### src/rtl/tx33_pkg.sv
// tx33_pkg: shared types and constants for the 33 MHz burst writer.
// Contents: word_t (32-bit data word), tx_state_e (writer FSM states), SEQ_W (sequence stamp width).
package tx33_pkg;
    typedef logic [31:0] word_t;
    typedef enum logic [1:0] {IDLE, BURST, GAP} tx_state_e;
    localparam int SEQ_W = 8;
endpackage

### src/rtl/tx33_sync_fifo.sv
// tx33_sync_fifo: first-word-fall-through synchronous FIFO of word_t.
// Ports: clk/reset_n (sync, active-low); push/din write side; pop/dout read side (dout shows the head);
//        full/empty/count occupancy. Push is ignored when full and pop is ignored when empty.
module tx33_sync_fifo
    import tx33_pkg::*;
#(
    parameter int DEPTH = 4
) (
    input  logic                     clk,
    input  logic                     reset_n,
    input  logic                     push,
    input  word_t                    din,
    input  logic                     pop,
    output word_t                    dout,
    output logic                     full,
    output logic                     empty,
    output logic [$clog2(DEPTH):0]   count
);
    localparam int AW = $clog2(DEPTH);

    word_t mem [DEPTH];
    logic [AW-1:0] wp, rp;
    logic do_push, do_pop;

    // DEPTH is a power of two, so the count MSB alone marks full
    assign full    = count[AW];
    assign empty   = count == '0;
    assign do_push = push && !full;
    assign do_pop  = pop && !empty;
    assign dout    = mem[rp];

    always_ff @(posedge clk) begin
        if (!reset_n) begin
            wp    <= '0;
            rp    <= '0;
            count <= '0;
        end else begin
            if (do_push) wp <= wp + AW'(1);
            if (do_pop) rp <= rp + AW'(1);
            count <= count + {{AW{1'b0}}, do_push} - {{AW{1'b0}}, do_pop};
        end
    end

    always_ff @(posedge clk) begin
        if (do_push) mem[wp] <= din;
    end
endmodule

### src/rtl/tx33_burst_writer.sv
// tx33_burst_writer: 33 MHz transmit write stage; buffers source words and emits them as gapped bursts.
// Ports: clk_xt33/reset_n (sync, active-low); src_valid/src_data/src_ready source handshake;
//        fifo_afull downstream throttle; wr_33/wdata registered write to the downstream FIFO;
//        burst_done pulses with the last word of a burst; wr_count counts words written (wraps).
// Optional: define TX33_SEQ_STAMP_EN to replace wdata[31:24] with a rolling sequence number.
module tx33_burst_writer
    import tx33_pkg::*;
#(
    parameter int DEPTH      = 4,
    parameter int BURST_LEN  = 8,
    parameter int GAP_CYCLES = 2
) (
    input  logic        clk_xt33,
    input  logic        reset_n,
    input  logic        src_valid,
    input  logic [31:0] src_data,
    output logic        src_ready,
    input  logic        fifo_afull,
    output logic        wr_33,
    output logic [31:0] wdata,
    output logic        burst_done,
    output logic [31:0] wr_count
);
    localparam int AW = $clog2(DEPTH);
    localparam int BW = $clog2(BURST_LEN + 1);
    localparam int GW = (GAP_CYCLES > 0) ? $clog2(GAP_CYCLES + 1) : 1;

    tx_state_e state, state_n;
    logic [BW-1:0] beat_cnt;
    logic [GW-1:0] gap_cnt;
    logic [AW:0] count;
    logic full, empty, push, pop, last;
    word_t head, out_word;

`ifdef TX33_SEQ_STAMP_EN
    logic [SEQ_W-1:0] seq;
    assign out_word = {seq, head[31-SEQ_W:0]};
`else
    assign out_word = head;
`endif

    assign src_ready = reset_n && (count < (AW+1)'(DEPTH));
    assign push      = src_valid && src_ready && !full;
    assign pop       = (state == BURST) && !empty && !fifo_afull;
    assign last      = pop && (beat_cnt == BW'(BURST_LEN - 1));

    tx33_sync_fifo #(.DEPTH(DEPTH)) u_fifo (
        .clk     (clk_xt33),
        .reset_n (reset_n),
        .push    (push),
        .din     (src_data),
        .pop     (pop),
        .dout    (head),
        .full    (full),
        .empty   (empty),
        .count   (count)
    );

    always_comb begin
        state_n = state;
        unique case (state)
            IDLE:    if (!empty && !fifo_afull) state_n = BURST;
            BURST:   if (last) state_n = (GAP_CYCLES > 0) ? GAP : IDLE;
            GAP:     if (gap_cnt == GW'(GAP_CYCLES - 1)) state_n = IDLE;
            default: state_n = IDLE;
        endcase
    end

    always_ff @(posedge clk_xt33) begin
        if (!reset_n) begin
            state      <= IDLE;
            beat_cnt   <= '0;
            gap_cnt    <= '0;
            wr_33      <= 1'b0;
            wdata      <= '0;
            burst_done <= 1'b0;
            wr_count   <= '0;
`ifdef TX33_SEQ_STAMP_EN
            seq        <= '0;
`endif
        end else begin
            state      <= state_n;
            // held at zero while IDLE so every burst starts counting from 0
            beat_cnt   <= (state == IDLE) ? '0 : pop ? beat_cnt + BW'(1) : beat_cnt;
            gap_cnt    <= (state == GAP) ? gap_cnt + GW'(1) : '0;
            wr_33      <= pop;
            burst_done <= last;
            wr_count   <= wr_count + 32'(pop);
            if (pop) wdata <= out_word;
`ifdef TX33_SEQ_STAMP_EN
            if (pop) seq <= seq + SEQ_W'(1);
`endif
        end
    end
endmodule

### config.mk
export PLATFORM = sky130hd
export DESIGN_NAME = tx33_burst_writer
export DESIGN_NICKNAME = d
export VERILOG_FILES = /design/src/rtl/tx33_pkg.sv /design/src/rtl/tx33_sync_fifo.sv /design/src/rtl/tx33_burst_writer.sv
export SDC_FILE = /design/constraint.sdc
export NUM_CORES = 1
export LEC_CHECK = 0
export CAP_MARGIN = 20
export CORE_MARGIN = 1.5
export CORE_UTILIZATION = 55
export DETAILED_ROUTE_END_ITERATION = 7
export PLACE_DENSITY = 0.77
export SLEW_MARGIN = 10
export SYNTH_ARGS = -nofsm -noshare
export SYNTH_HDL_FRONTEND = slang
export SYNTH_SLANG_ARGS = --single-unit
### constraint.sdc
create_clock -name clk_xt33 -period 3.2 [get_ports clk_xt33]
set_clock_uncertainty 0.15 [all_clocks]
set_input_delay 0.48 -clock clk_xt33 [delete_from_list [all_inputs] [get_ports clk_xt33]]
set_output_delay 0.48 -clock clk_xt33 [all_outputs]
set_load 0.01 [all_outputs]
## Yosys cells after proc, flatten, opt, wreduce, memory -nomap -nowiden

Memories as Yosys holds them, arrays and structs flattened. A register that Yosys moved wholly into a read port is not among the register bits.
Cells that the tools add are included.
W data, S select, Z words.

- $add $sub $neg: 7
- Order comparisons: 1
- Eq/ne operators: 7
- Multiplexer cells: 6
- Bitwise logic cells: 1
- Reductions and logical operators: 18

Operators with widths:

| operator | number |
|---|---|
| $add A32 B1 Y32 | 1 |
| $logic_and A1 B1 Y1 | 9 |
| $add A2 B1 Y2 const B | 3 |
| $mux W2 | 3 |
| $ne A2 B2 Y1 const B | 3 |
| $pmux W2 S3 | 1 |
| $add A4 B1 Y4 const B | 1 |
| $eq A2 B1 Y1 const B | 2 |
| $eq A4 B3 Y1 const B | 1 |
| $logic_not A1 Y1 | 4 |
| $add A3 B1 Y3 | 1 |
| $logic_not A3 Y1 | 1 |
| $lt A3 B3 Y1 const B | 1 |
| $reduce_and A3 Y1 | 1 |
| $sub A3 B1 Y3 | 1 |
| $eq A2 B2 Y1 const B | 1 |
| $logic_not A2 Y1 | 1 |
| $mux W1 | 2 |
| $reduce_and A2 Y1 | 1 |
| $reduce_or A2 Y1 | 1 |
| $not A1 Y1 | 1 |

- Register bits after elaboration: 49
- RAM bits: 128
- Input port bits: 36
- Output and inout bits: 67
- Word-level logic and storage cells: 50
- Memories kept: 1

Memories:

| name | depth | bits a word | read ports | clocked after Yosys merged registers in | write ports | line | text |
|---|---|---|---|---|---|---|---|
| u_fifo.mem | 4 | 32 | 1 | 1 | 1 | tx33_sync_fifo.sv:21 | `word_t mem [DEPTH];` |

## Longest topological paths before layout

- Depth after elaboration: 7
- Gate-level depth with buffers: 11

## Modules after synthesis

Synthesis repeated with hierarchy kept, for this count alone.

- Cells, all modules: 573
- Area, all modules: 8,167.8 um^2

By module, submodules not included:

| module | times used | cells each | area an instance (um^2) | sequential area each (um^2) |
|---|---|---|---|---|
| tx33_sync_fifo | 1 | 215 | 5,131.2 | 4,023.9 |
| tx33_burst_writer | 1 | 358 | 3,036.7 | 1,481.4 |

## Worst setup path before layout

OpenSTA, ideal clock, no wires.

- Path type: input to register
- From: input port fifo_afull
- To: register wr_count[24]
- Data arrival time: 2,832 ps
- Data required time: 2,980 ps
- Setup slack: 147 ps
- Cell stages on the path: 10
- Buffers on the path: 1
- Cell sequence: nor3b_1 > nand2_1 > clkbuf_1 > inv_1 > ha_1 > ha_1 > nand2_1 > or4_1 > or4_1 > a21oi_1

- Longest elaborated chain between the ends: 3

Ends and longest elaborated chain:

| what | line | text |
|---|---|---|
| from (decl) | tx33_burst_writer.sv:18 | `input logic fifo_afull,` |
| $logic_not A1 Y1 | tx33_burst_writer.sv:44 | `assign pop = (state == BURST) && !empty && !fifo_afull;` |
| $logic_and A1 B1 Y1 | tx33_burst_writer.sv:44 |  |
| net pop | tx33_burst_writer.sv:32 | `logic full, empty, push, pop, last;` |
| $add A32 B1 Y32 | tx33_burst_writer.sv:88 | `wr_count <= wr_count + 32'(pop);` |
| to (signal assigned) | tx33_burst_writer.sv:88 |  |
| to (decl) | tx33_burst_writer.sv:22 | `output logic [31:0] wr_count` |

The timed path passes the listed nets, and every way through them passes these cells.
A chain may end at the register's enable or synchronous reset.

## Final worst setup path

- From: register u_fifo.count[1]
- To: register u_fifo.count[2]

- Longest elaborated chain between the ends: 7
- Elaborated cells on any way between the ends: 12

Ends and longest elaborated chain:

| what | line | text |
|---|---|---|
| from (decl) | tx33_sync_fifo.sv:17 | `output logic [$clog2(DEPTH):0] count` |
| from (signal assigned) | tx33_sync_fifo.sv:40 | `count <= count + {{AW{1'b0}}, do_push} - {{AW{1'b0}}, do_pop};` |
| $lt A3 B3 Y1 | tx33_burst_writer.sv:42 | `assign src_ready = reset_n && (count < (AW+1)'(DEPTH));` |
| $logic_and A1 B1 Y1 | tx33_burst_writer.sv:42 |  |
| $logic_and A1 B1 Y1 (2 in a row) | tx33_burst_writer.sv:43 | `assign push = src_valid && src_ready && !full;` |
| $logic_and A1 B1 Y1 | tx33_sync_fifo.sv:28 | `assign do_push = push && !full;` |
| $add A3 B1 Y3 | tx33_sync_fifo.sv:40 |  |
| $sub A3 B1 Y3 * | tx33_sync_fifo.sv:40 |  |

Every way passes the cells marked *; elsewhere a longest branch is shown, timed or not.

==> flow_metrics.env <==
export IMPL_clock_sinks=209
export IMPL_cts_tree="done"
export IMPL_die_y_um=123.6
export IMPL_h_tree_depth=1
export IMPL_routedWlPerCell_um=18.79
export IMPL_rsz0062_at_grt="false"
export IMPL_endpoint_kind="register"
export IMPL_drt_iter0_drc=370
export IMPL_antenna_found_initial=0
export IMPL_regToRegEndpoint="u_fifo.count[2]$_SDFF_PN0_"
export IMPL_yosys_most_used_dff="edfxtp_1"
export IMPL_numCtsBuffers=22
export IMPL_power_density_mw_per_mm2=602.2
export IMPL_synth_edff_count=128
export IMPL_grt_pass1_wl_um=26000
export IMPL_overflow=0
export IMPL_layout_filler_cells=903
export IMPL_worst_pin_slew_ps=935.1
export IMPL_ys_types=40
export IMPL_nNetsFinal=731
export IMPL_dr_pass1_iters=5
export IMPL_yosysTopAreaCell="edfxtp_1"
export IMPL_r2r_start="u_fifo.count[1]$_SDFF_PN0_"
export IMPL_antenna_left=0
export IMPL_hold_violations=0
export IMPL_area_growth_pct=25.04
export IMPL_synth_common_cells="edfxtp_1, nand2_1, dfxtp_1"
export IMPL_start_kind="register"
export IMPL_syn_area_mm2=0.008004
export IMPL_dp_cells=839
export IMPL_setup_viol=0
export IMPL_die_w_um=123.6
export IMPL_vdd_drop_max_mv=0.5077
export IMPL_min_period_over_period=0.9217
export IMPL_syn_avg_cell_area_um2=14.04
export IMPL_slew_violations=0
export IMPL_grt_start_max_net_pins=39
export IMPL_yosysMostFrequentCell="edfxtp_1"
export IMPL_drive_gt1_frac=0.1318
export IMPL_hold_path_class="register to register"
export IMPL_path_clk_slew_ps=60
export IMPL_start_util=0.5700
export IMPL_cts_setup_buffers=0
export IMPL_port_buffers=102
export IMPL_reg2reg_setup_slack_ps=250
export IMPL_core_mm2=0.01404
export IMPL_holdPathEnd="gap_cnt[0]$_SDFF_PN0_"
export IMPL_grt_use_total=0.2218
export IMPL_final_cells=878
export IMPL_pin_count=103
export IMPL_gp_congestion=0.8496
export IMPL_utilization=0.7127
export IMPL_synth_seq_cells=209
export IMPL_cap_violations=0
export IMPL_ys_warn_count=0
export IMPL_rows=43
export IMPL_route_detailed_drc=0
export IMPL_crit_arrival_ps=3160
export IMPL_p_leak_nw=3.228
export IMPL_grt_pass1_vias=5151
export IMPL_synthTopCellsByArea="edfxtp_1, dfxtp_1, mux4_2"
export IMPL_ctsHoldBuffers=0
export IMPL_vias=5092
export IMPL_synth_nets=618
export IMPL_hold_depth=1
export IMPL_drt_total_wl_um=16500
export IMPL_worst_endpoint_required_ps=3410
export IMPL_ys_async_sr_fraction=0
export IMPL_clock_latency_ps=510
export IMPL_clockBufferDepth=3
export IMPL_worstSetupPathType="register to register"
export IMPL_die_area_mm2=0.01529
export IMPL_seqCellArea_mm2=0.005468
export IMPL_max_freq_mhz=339.1
export IMPL_multi_input_area_mm2=0.002396
export IMPL_dp_hpwl_um=10040
export IMPL_fin_crit_ps=2949
export IMPL_hp_start="gap_cnt[0]$_SDFF_PN0_"
export IMPL_cts_root_buf="clkbuf_16"
export IMPL_ys_seq_area_frac=0.6828
export IMPL_cp_max_fo=35
export IMPL_post_cts_resized=0
export IMPL_synth_cells=570
export IMPL_synth_top_area_share=0.4802
export IMPL_maxSlewHeadroom=0.3766
export IMPL_outcome="complete, no violations"
export IMPL_worst_r2r_cell_count=11
export IMPL_n_antenna_cell=0
export IMPL_via_per_inst=5.800
[through the flow]
stage	total power [mW]	TNS (ps)	worst slack (ps)	hold slack, ps	cell area (um2)
after floorplan	3.447	0	147.3	248.4	8004
after global placement	3.668	0	48.03	255.6	9324
after detailed placement	3.697	-47.67	-47.67	266.3	9324
after CTS	6.073	0	229.3	274.5	10010
after global routing	6.229	0	78.24	296.4	10010
final	6.027	0	250.6	270.0	10010
[worst max path at each step]
stage,startpoint,end,cells past startpoint
CTS,u_fifo.count[1]$_SDFF_PN0_,u_fifo.count[2]$_SDFF_PN0_,11
floorplan,fifo_afull,wr_count[24]$_SDFF_PN0_,10
global route,u_fifo.count[1]$_SDFF_PN0_,u_fifo.count[2]$_SDFF_PN0_,11
detailed placement,fifo_afull,u_fifo.count[2]$_SDFF_PN0_,12
finish,u_fifo.count[1]$_SDFF_PN0_,u_fifo.count[2]$_SDFF_PN0_,11
global placement,fifo_afull,u_fifo.count[2]$_SDFF_PN0_,12
[state kept, by name (all words and copies together) (netlist names)]
name and cells:
wdata 32, wr_count 32, beat_cnt 4, state 2, gap_cnt 2, burst_done 1, u_fifo.rp 2, u_fifo.mem 128
u_fifo.wp 2, u_fifo.count 3, wr_33 1
[cell families after synthesis]
family,after synthesis,synth area share
compound gates,71,0.04909
xor+xnor,17,0.01860
fa+ha+maj,12,0.01970
buf+inv,37,0.01844
flops,209,0.6828
mux,36,0.09504
simple gates,188,0.1163
[cell usage in the layout (no fill, tap or decap), types with 3 or more instances in the layout]
| master | count |
|---|---|
| a21oi_1 | 49 |
| and2_1 | 6 |
| and3_1 | 3 |
| and3_2 | 4 |
| buf_12 | 6 |
| buf_4 | 7 |
| clkbuf_1 | 3 |
| clkbuf_16 | 22 |
| clkdlybuf4s50_1 | 102 |
| clkinv_1 | 3 |
| clkinv_2 | 6 |
| dfxtp_1 | 79 |
| edfxtp_1 | 128 |
| ha_1 | 11 |
| inv_1 | 9 |
| mux2i_1 | 4 |
| mux4_2 | 32 |
| nand2_1 | 87 |
| nand2b_1 | 5 |
| nand3_1 | 10 |
| nand4_1 | 9 |
| nor2_1 | 23 |
| nor4_1 | 6 |
| o21ai_0 | 9 |
| o31ai_1 | 9 |
| or3_1 | 10 |
| or3_2 | 3 |
| or4_1 | 10 |
| xnor2_1 | 8 |
| xor2_1 | 9 |
[cell type report]
type,count,area share
well taps,180,0.02250
clock inverters,12,0.009501
clock buffers,27,0.05888
inverters,11,0.004126
flip-flops and latches,209,0.5463
repair buffers,115,0.1193
multi-input cells,324,0.2394
[where the power goes]
part / internal [mW] / total [mW] / leakage, nW / switching (mW)
clock network: 1.39 / 2.39 / 0.338 / 1.00
logic: 0.272 / 0.551 / 1.07 / 0.279
registers: 3.01 / 3.08 / 1.82 / 0.0717
total: 4.67 / 6.03 / 3.23 / 1.35
[metal layers]
layer,part of all wire,global-route usage
met1,0.40,0.2869
met2,0.51,0.3850
met3,0.070,0.03617
met4,0.026,0.07256
met5,0,0
[worst max-delay path, cell delays in order (launching register included)]
cell     delay (ps)
dfxtp_1         350
or3_1           460
nand2_1         110
buf_4           400
inv_2            70
ha_1            280
inv_1            40
ha_1            200
fa_1            390
xnor2_1         180
xnor2_1         140
nor2_1           50
No activity file was read; power rests on OpenSTA's default activity.
